`config.mk`:
```
export PLATFORM = sky130hd
export DESIGN_NAME = wb_rr_arbiter2
export DESIGN_NICKNAME = d
export VERILOG_FILES = /design/src/rtl/wb_rr_arbiter2_pkg.sv /design/src/rtl/wb_arb_watchdog.sv /design/src/rtl/wb_rr_arbiter2.sv
export SDC_FILE = /design/constraint.sdc
export NUM_CORES = 1
export LEC_CHECK = 0
export ABC_CLOCK_PERIOD_IN_PS = 2610
export BUFFER_PORTS_ARGS = -buffer_cell sky130_fd_sc_hd__buf_2
export CAP_MARGIN = 15
export CORE_AREA = 2 2 125 127
export CTS_BUF_LIST = sky130_fd_sc_hd__clkbuf_16
export DETAILED_ROUTE_END_ITERATION = 7
export DIE_AREA = 0 0 127 129
export PLACE_DENSITY_LB_ADDON = 0.25
export SLEW_MARGIN = 30
export SYNTH_ARGS = -nofsm -noshare
export SYNTH_HDL_FRONTEND = slang
export SYNTH_SLANG_ARGS = --single-unit
```
`constraint.sdc`:
```
create_clock -name clock -period 2.61 [get_ports clock]
set_input_delay 0.261 -clock clock [delete_from_list [all_inputs] [get_ports clock]]
set_output_delay 0.261 -clock clock [all_outputs]
set_load 0.1 [all_outputs]
```
`src/rtl/wb_rr_arbiter2_pkg.sv`:
```
// Shared definitions for the two-master Wishbone arbiter: grant encodings,
// watchdog width and the round-robin pick function.
package wb_rr_arbiter2_pkg;

  typedef enum logic [1:0] {
    GNT_NONE = 2'b00,
    GNT_M0   = 2'b01,
    GNT_M1   = 2'b10
  } gnt_e;

  localparam int WD_W = 16;

  // Tie goes to the master that was not served last.
  function automatic gnt_e pick_winner(input logic cyc0, input logic cyc1, input logic last);
    if (cyc0 && cyc1) return last ? GNT_M0 : GNT_M1;
    else if (cyc0) return GNT_M0;
    else if (cyc1) return GNT_M1;
    return GNT_NONE;
  endfunction

endpackage

```
`src/rtl/wb_arb_watchdog.sv`:
```
// Per-transaction stall watchdog: counts unanswered strobe cycles and emits a
// one-cycle abort pulse when the count reaches the limit (limit 0 disables it).
module wb_arb_watchdog
  import wb_rr_arbiter2_pkg::*;
(
  input  logic            clock,
  input  logic            reset,
  input  logic            stb,
  input  logic            ack,
  input  logic            err,
  input  logic [WD_W-1:0] limit,
  output logic            abort
);

  logic [WD_W-1:0] wd_reg, wd_next;
  logic            abort_reg, abort_next;

  always_comb begin
    wd_next    = '0;
    abort_next = 1'b0;
    if (limit != '0 && stb && !ack && !err) begin
      if (wd_reg == limit - 1'b1) abort_next = 1'b1;
      else wd_next = wd_reg + 1'b1;
    end
  end

  always_ff @(posedge clock) begin
    if (reset) begin
      wd_reg    <= '0;
      abort_reg <= 1'b0;
    end else begin
      wd_reg    <= wd_next;
      abort_reg <= abort_next;
    end
  end

  assign abort = abort_reg;

endmodule

```
`src/rtl/wb_rr_arbiter2.sv`:
```
// Two-master round-robin Wishbone B3 classic arbiter with cyc-held ownership
// and a stall watchdog that aborts a hung slave cycle with err.
module wb_rr_arbiter2
  import wb_rr_arbiter2_pkg::*;
#(
  parameter int AW      = 32,
  parameter int DW      = 32,
  parameter int TIMEOUT = 1024
) (
  input  logic            clock,
  input  logic            reset,
  input  logic [AW-1:0]   m0_adr,
  input  logic [DW-1:0]   m0_dat_w,
  input  logic [DW/8-1:0] m0_sel,
  input  logic            m0_we,
  input  logic            m0_cyc,
  input  logic            m0_stb,
  output logic [DW-1:0]   m0_dat_r,
  output logic            m0_ack,
  output logic            m0_err,
  input  logic [AW-1:0]   m1_adr,
  input  logic [DW-1:0]   m1_dat_w,
  input  logic [DW/8-1:0] m1_sel,
  input  logic            m1_we,
  input  logic            m1_cyc,
  input  logic            m1_stb,
  output logic [DW-1:0]   m1_dat_r,
  output logic            m1_ack,
  output logic            m1_err,
  output logic [AW-1:0]   s_adr,
  output logic [DW-1:0]   s_dat_w,
  output logic [DW/8-1:0] s_sel,
  output logic            s_we,
  output logic            s_cyc,
  output logic            s_stb,
  input  logic [DW-1:0]   s_dat_r,
  input  logic            s_ack,
  input  logic            s_err,
  output logic [1:0]      gnt,
  output logic            timeout
);

  gnt_e       gnt_reg, gnt_next;
  logic       last_reg, last_next;
  logic       abort;
  logic [1:0] own;
  logic [1:0] req_cyc;
  logic       owner_cyc;
  logic       mux_cyc, mux_stb;
  logic [1:0] ack_v, err_v;

  assign own       = gnt_reg;
  assign req_cyc   = {m1_cyc, m0_cyc};
  assign owner_cyc = |(req_cyc & own);

  always_comb begin
    gnt_next  = gnt_reg;
    last_next = last_reg;
    if (abort) begin
      gnt_next = GNT_NONE;
    end else if (gnt_reg == GNT_NONE || !owner_cyc) begin
      gnt_next = pick_winner(m0_cyc, m1_cyc, last_reg);
      if (gnt_next == GNT_M0) last_next = 1'b0;
      else if (gnt_next == GNT_M1) last_next = 1'b1;
    end
  end

  always_ff @(posedge clock) begin
    if (reset) begin
      gnt_reg  <= GNT_NONE;
      last_reg <= 1'b1;
    end else begin
      gnt_reg  <= gnt_next;
      last_reg <= last_next;
    end
  end

  always_comb begin
    s_adr   = '0;
    s_dat_w = '0;
    s_sel   = '0;
    s_we    = 1'b0;
    mux_cyc = 1'b0;
    mux_stb = 1'b0;
    unique case (gnt_reg)
      GNT_M0: begin
        s_adr   = m0_adr;
        s_dat_w = m0_dat_w;
        s_sel   = m0_sel;
        s_we    = m0_we;
        mux_cyc = m0_cyc;
        mux_stb = m0_stb;
      end
      GNT_M1: begin
        s_adr   = m1_adr;
        s_dat_w = m1_dat_w;
        s_sel   = m1_sel;
        s_we    = m1_we;
        mux_cyc = m1_cyc;
        mux_stb = m1_stb;
      end
      default: ;
    endcase
  end

  // The abort cycle hides the bus from the slave, so a late ack is dropped.
  assign s_cyc = mux_cyc & ~abort;
  assign s_stb = mux_stb & ~abort;

  for (genvar gi = 0; gi < 2; gi++) begin : g_resp
    assign ack_v[gi] = own[gi] & s_ack & ~abort;
    assign err_v[gi] = own[gi] & (abort | s_err);
  end

  assign m0_dat_r = s_dat_r;
  assign m1_dat_r = s_dat_r;
  assign m0_ack   = ack_v[0];
  assign m1_ack   = ack_v[1];
  assign m0_err   = err_v[0];
  assign m1_err   = err_v[1];
  assign gnt      = gnt_reg;
  assign timeout  = abort;

  wb_arb_watchdog u_watchdog (
    .clock (clock),
    .reset (reset),
    .stb   (s_stb),
    .ack   (s_ack),
    .err   (s_err),
    .limit (WD_W'(TIMEOUT)),
    .abort (abort)
  );

endmodule

```
==> flow_metrics.env <==
export IMPL_first_pass_iters=4
export IMPL_worstRegToRegCells=7
export IMPL_layout_common_cells="buf_2 (152), a22oi_1 (72), buf_12 (72)"
export IMPL_drive_gt1_share_pct=65.50
export IMPL_holdWs_ps=214.9
export IMPL_syn_area_mm2=0.002529
export IMPL_slew_viol_final=0
export IMPL_syn_nets=523
export IMPL_die_w_um=127
export IMPL_crit_fanout=53
export IMPL_skew_ps=3.265
export IMPL_cp_arrival_ps=2060
export IMPL_cts_resized=0
export IMPL_dpl_cell_area_mm2=0.004647
export IMPL_clockBufferDepth=2
export IMPL_grt_pass1_vias=2991
export IMPL_antenna_found_initial=0
export IMPL_cp_start_kind="flip-flop"
export IMPL_setup_viol=0
export IMPL_cts_root_buf="clkbuf_16"
export IMPL_cts_max_level=1
export IMPL_holdBufCountCts=0
export IMPL_synthXorXnorAreaFrac_pct=4.849
export IMPL_cts_num_sinks=20
export IMPL_first_iter_violations=67
export IMPL_tritoncts="yes"
export IMPL_maxCapViolCount=0
export IMPL_worst_pin_slew_ps=564.2
export IMPL_power_mw=1.830
export IMPL_post_place_ws_ps=530.4
export IMPL_dp_hpwl_um=8094
export IMPL_met2_length_um=5118
export IMPL_clk_insertion_delay_late_ps=250
export IMPL_ant_nets=0
export IMPL_area_growth_pct=87.93
export IMPL_worstSetupPathType="reg -> out"
export IMPL_powerDensity_mw_per_mm2=385.1
export IMPL_m1WireLength_um=3743
export IMPL_synth_compound_area_share_pct=22.46
export IMPL_yosysUniqueCellTypes=28
export IMPL_postLayoutCellArea_mm2=0.004752
export IMPL_drc=0
export IMPL_synth_top_family_by_area="simple AND/OR/NAND/NOR gates"
export IMPL_rows=45
export IMPL_wl_met3_um=865
export IMPL_synth_mux_area_share_pct=0.8412
export IMPL_largest_reg_flops=16
export IMPL_synthCells=340
export IMPL_vias=2944
export IMPL_max_freq_mhz=431.5
export IMPL_ys_ff_latch=20
export IMPL_grt_pass1_wl_um=15100
export IMPL_cts_buffers=3
export IMPL_fin_util_pct=31.73
export IMPL_diodes=0
export IMPL_fin_crit_ps=2318
export IMPL_synth_adder_area_share_pct=2.474
export IMPL_viasPerCell=4.381
export IMPL_slew_headroom_pct=62.38
export IMPL_grt_overflow=0
export IMPL_die_h_um=129
export IMPL_min_from="reset"
export IMPL_reg2reg_from="gnt[0]"
export IMPL_grt_usage_pct=11.17
export IMPL_place_gp_congestion=0.7383
export IMPL_drt_total_wl_um=9864
export IMPL_hold_depth=2
export IMPL_synth_avg_cell_area_um2=7.437
export IMPL_fin_crit_sh_pct=88.80
export IMPL_core_area_mm2=0.01498
export IMPL_end_kind="output port"
export IMPL_hold_viol=0
export IMPL_nets=668
export IMPL_die_area_mm2=0.01638
export IMPL_p_leak_nw=1.822
export IMPL_setup_slack_ps=292.4
export IMPL_cts_clk_slew_worst_paths_ps=60
export IMPL_seq_area_frac_synth_pct=15.83
export IMPL_ir_worst_vdd_mv=0.2758
export IMPL_rsz0062_at_grt="false"
export IMPL_initial_core_util_pct=16.88
export IMPL_crit_required_ps=2350
export IMPL_yosysWarnings=0
export IMPL_crit_path_start="gnt[1]"
export IMPL_ios=320
export IMPL_wire_per_inst_um=14.68
export IMPL_mostFrequentLayoutCell="buf_2"
export IMPL_cts_setup_buffers=0
export IMPL_synthSimpleGateAreaFrac_pct=28.75
export IMPL_hold_path_class="in -> reg"
export IMPL_status="completed"
export IMPL_io_buffers=223
export IMPL_grt_max_degree=54
export IMPL_top_layer_used="met4"
critical path, cell delays in order (launching register included):
cell     delay, ps
dfxtp_2        340
inv_1          150
ha_2           210
buf_4          440
a22oi_1        170
nor2b_2        230
buf_12         200
logic make-up after synthesis:
logic type                 after synthesis
and+or+nand+nor                        129
adders and majority gates                5
buffers and inverters                   95
AOI/OAI and AO/OA                       75
xor gates and xnor gates                14
muxes                                    2
DFF                                     20
layout make-up:
cell class | count | area [um2]
inverter | 6 | 22.52
clock inverter | 1 | 30.03
fill | 1577 | 10220
tap | 188 | 235.2
clock buffer | 3 | 75.07
sequential | 20 | 402.9
timing repair buffer | 229 | 2240
multi-input combinational | 225 | 1747
final timing paths:
kind / endpoint / slack (ps)
max: s_adr[4] / 290
min: gnt[1] / 210
max reg2reg: u_watchdog.wd_reg[2] / 540
min reg2reg: u_watchdog.wd_reg[0] / 460
per-stage QoR:
stage	TNS (ps)	instances
after global routing	0	672
final	0	672
after CTS	0	672
after floorplan	-270.2	340
after global placement	0	668
after detailed placement	0	668
power breakdown:
group | internal [mW] | leakage [nW] | switching (mW)
Clock | 0.304 | 0.0511 | 0.122
Sequential | 0.311 | 0.162 | 0.00457
Combinational | 0.425 | 1.61 | 0.664
Total | 1.04 | 1.82 | 0.790
routing by layer:
layer / vias to the layer above / global-route usage [%]
met2: 161 / 21.47
met3: 21 / 2.869
met4: 0 / 2.133
met1: 1353 / 12.47
met5: - / 0
li1: 1409 / -
cells in the mapped netlist:
cell      count  area share (%)
xor2_1        2            0.69
nor2_1       25             3.7
ha_1          5             2.5
nand4_2       1            0.49
nand2_1       6            0.89
nor3b_1       2            0.59
nor2_2        3            0.74
buf_4        64              19
inv_1         6            0.89
buf_6         4             1.8
clkbuf_1     20             3.0
and3_1        1            0.25
mux2_2        1            0.45
dfxtp_1      20              16
nor3_1        5            0.99
nand4_1       3            0.74
buf_1         1            0.15
a22oi_1      72              21
mux2i_1       1            0.40
nand2b_1      1            0.25
o31a_1        1            0.35
nor2b_1      69              17
nand3_1       4            0.79
or3_1         3            0.74
xnor2_1      12             4.2
a41o_2        1            0.45
a21boi_0      1            0.30
nor4_1        6             1.5
(Power assumes the default switching activity.)
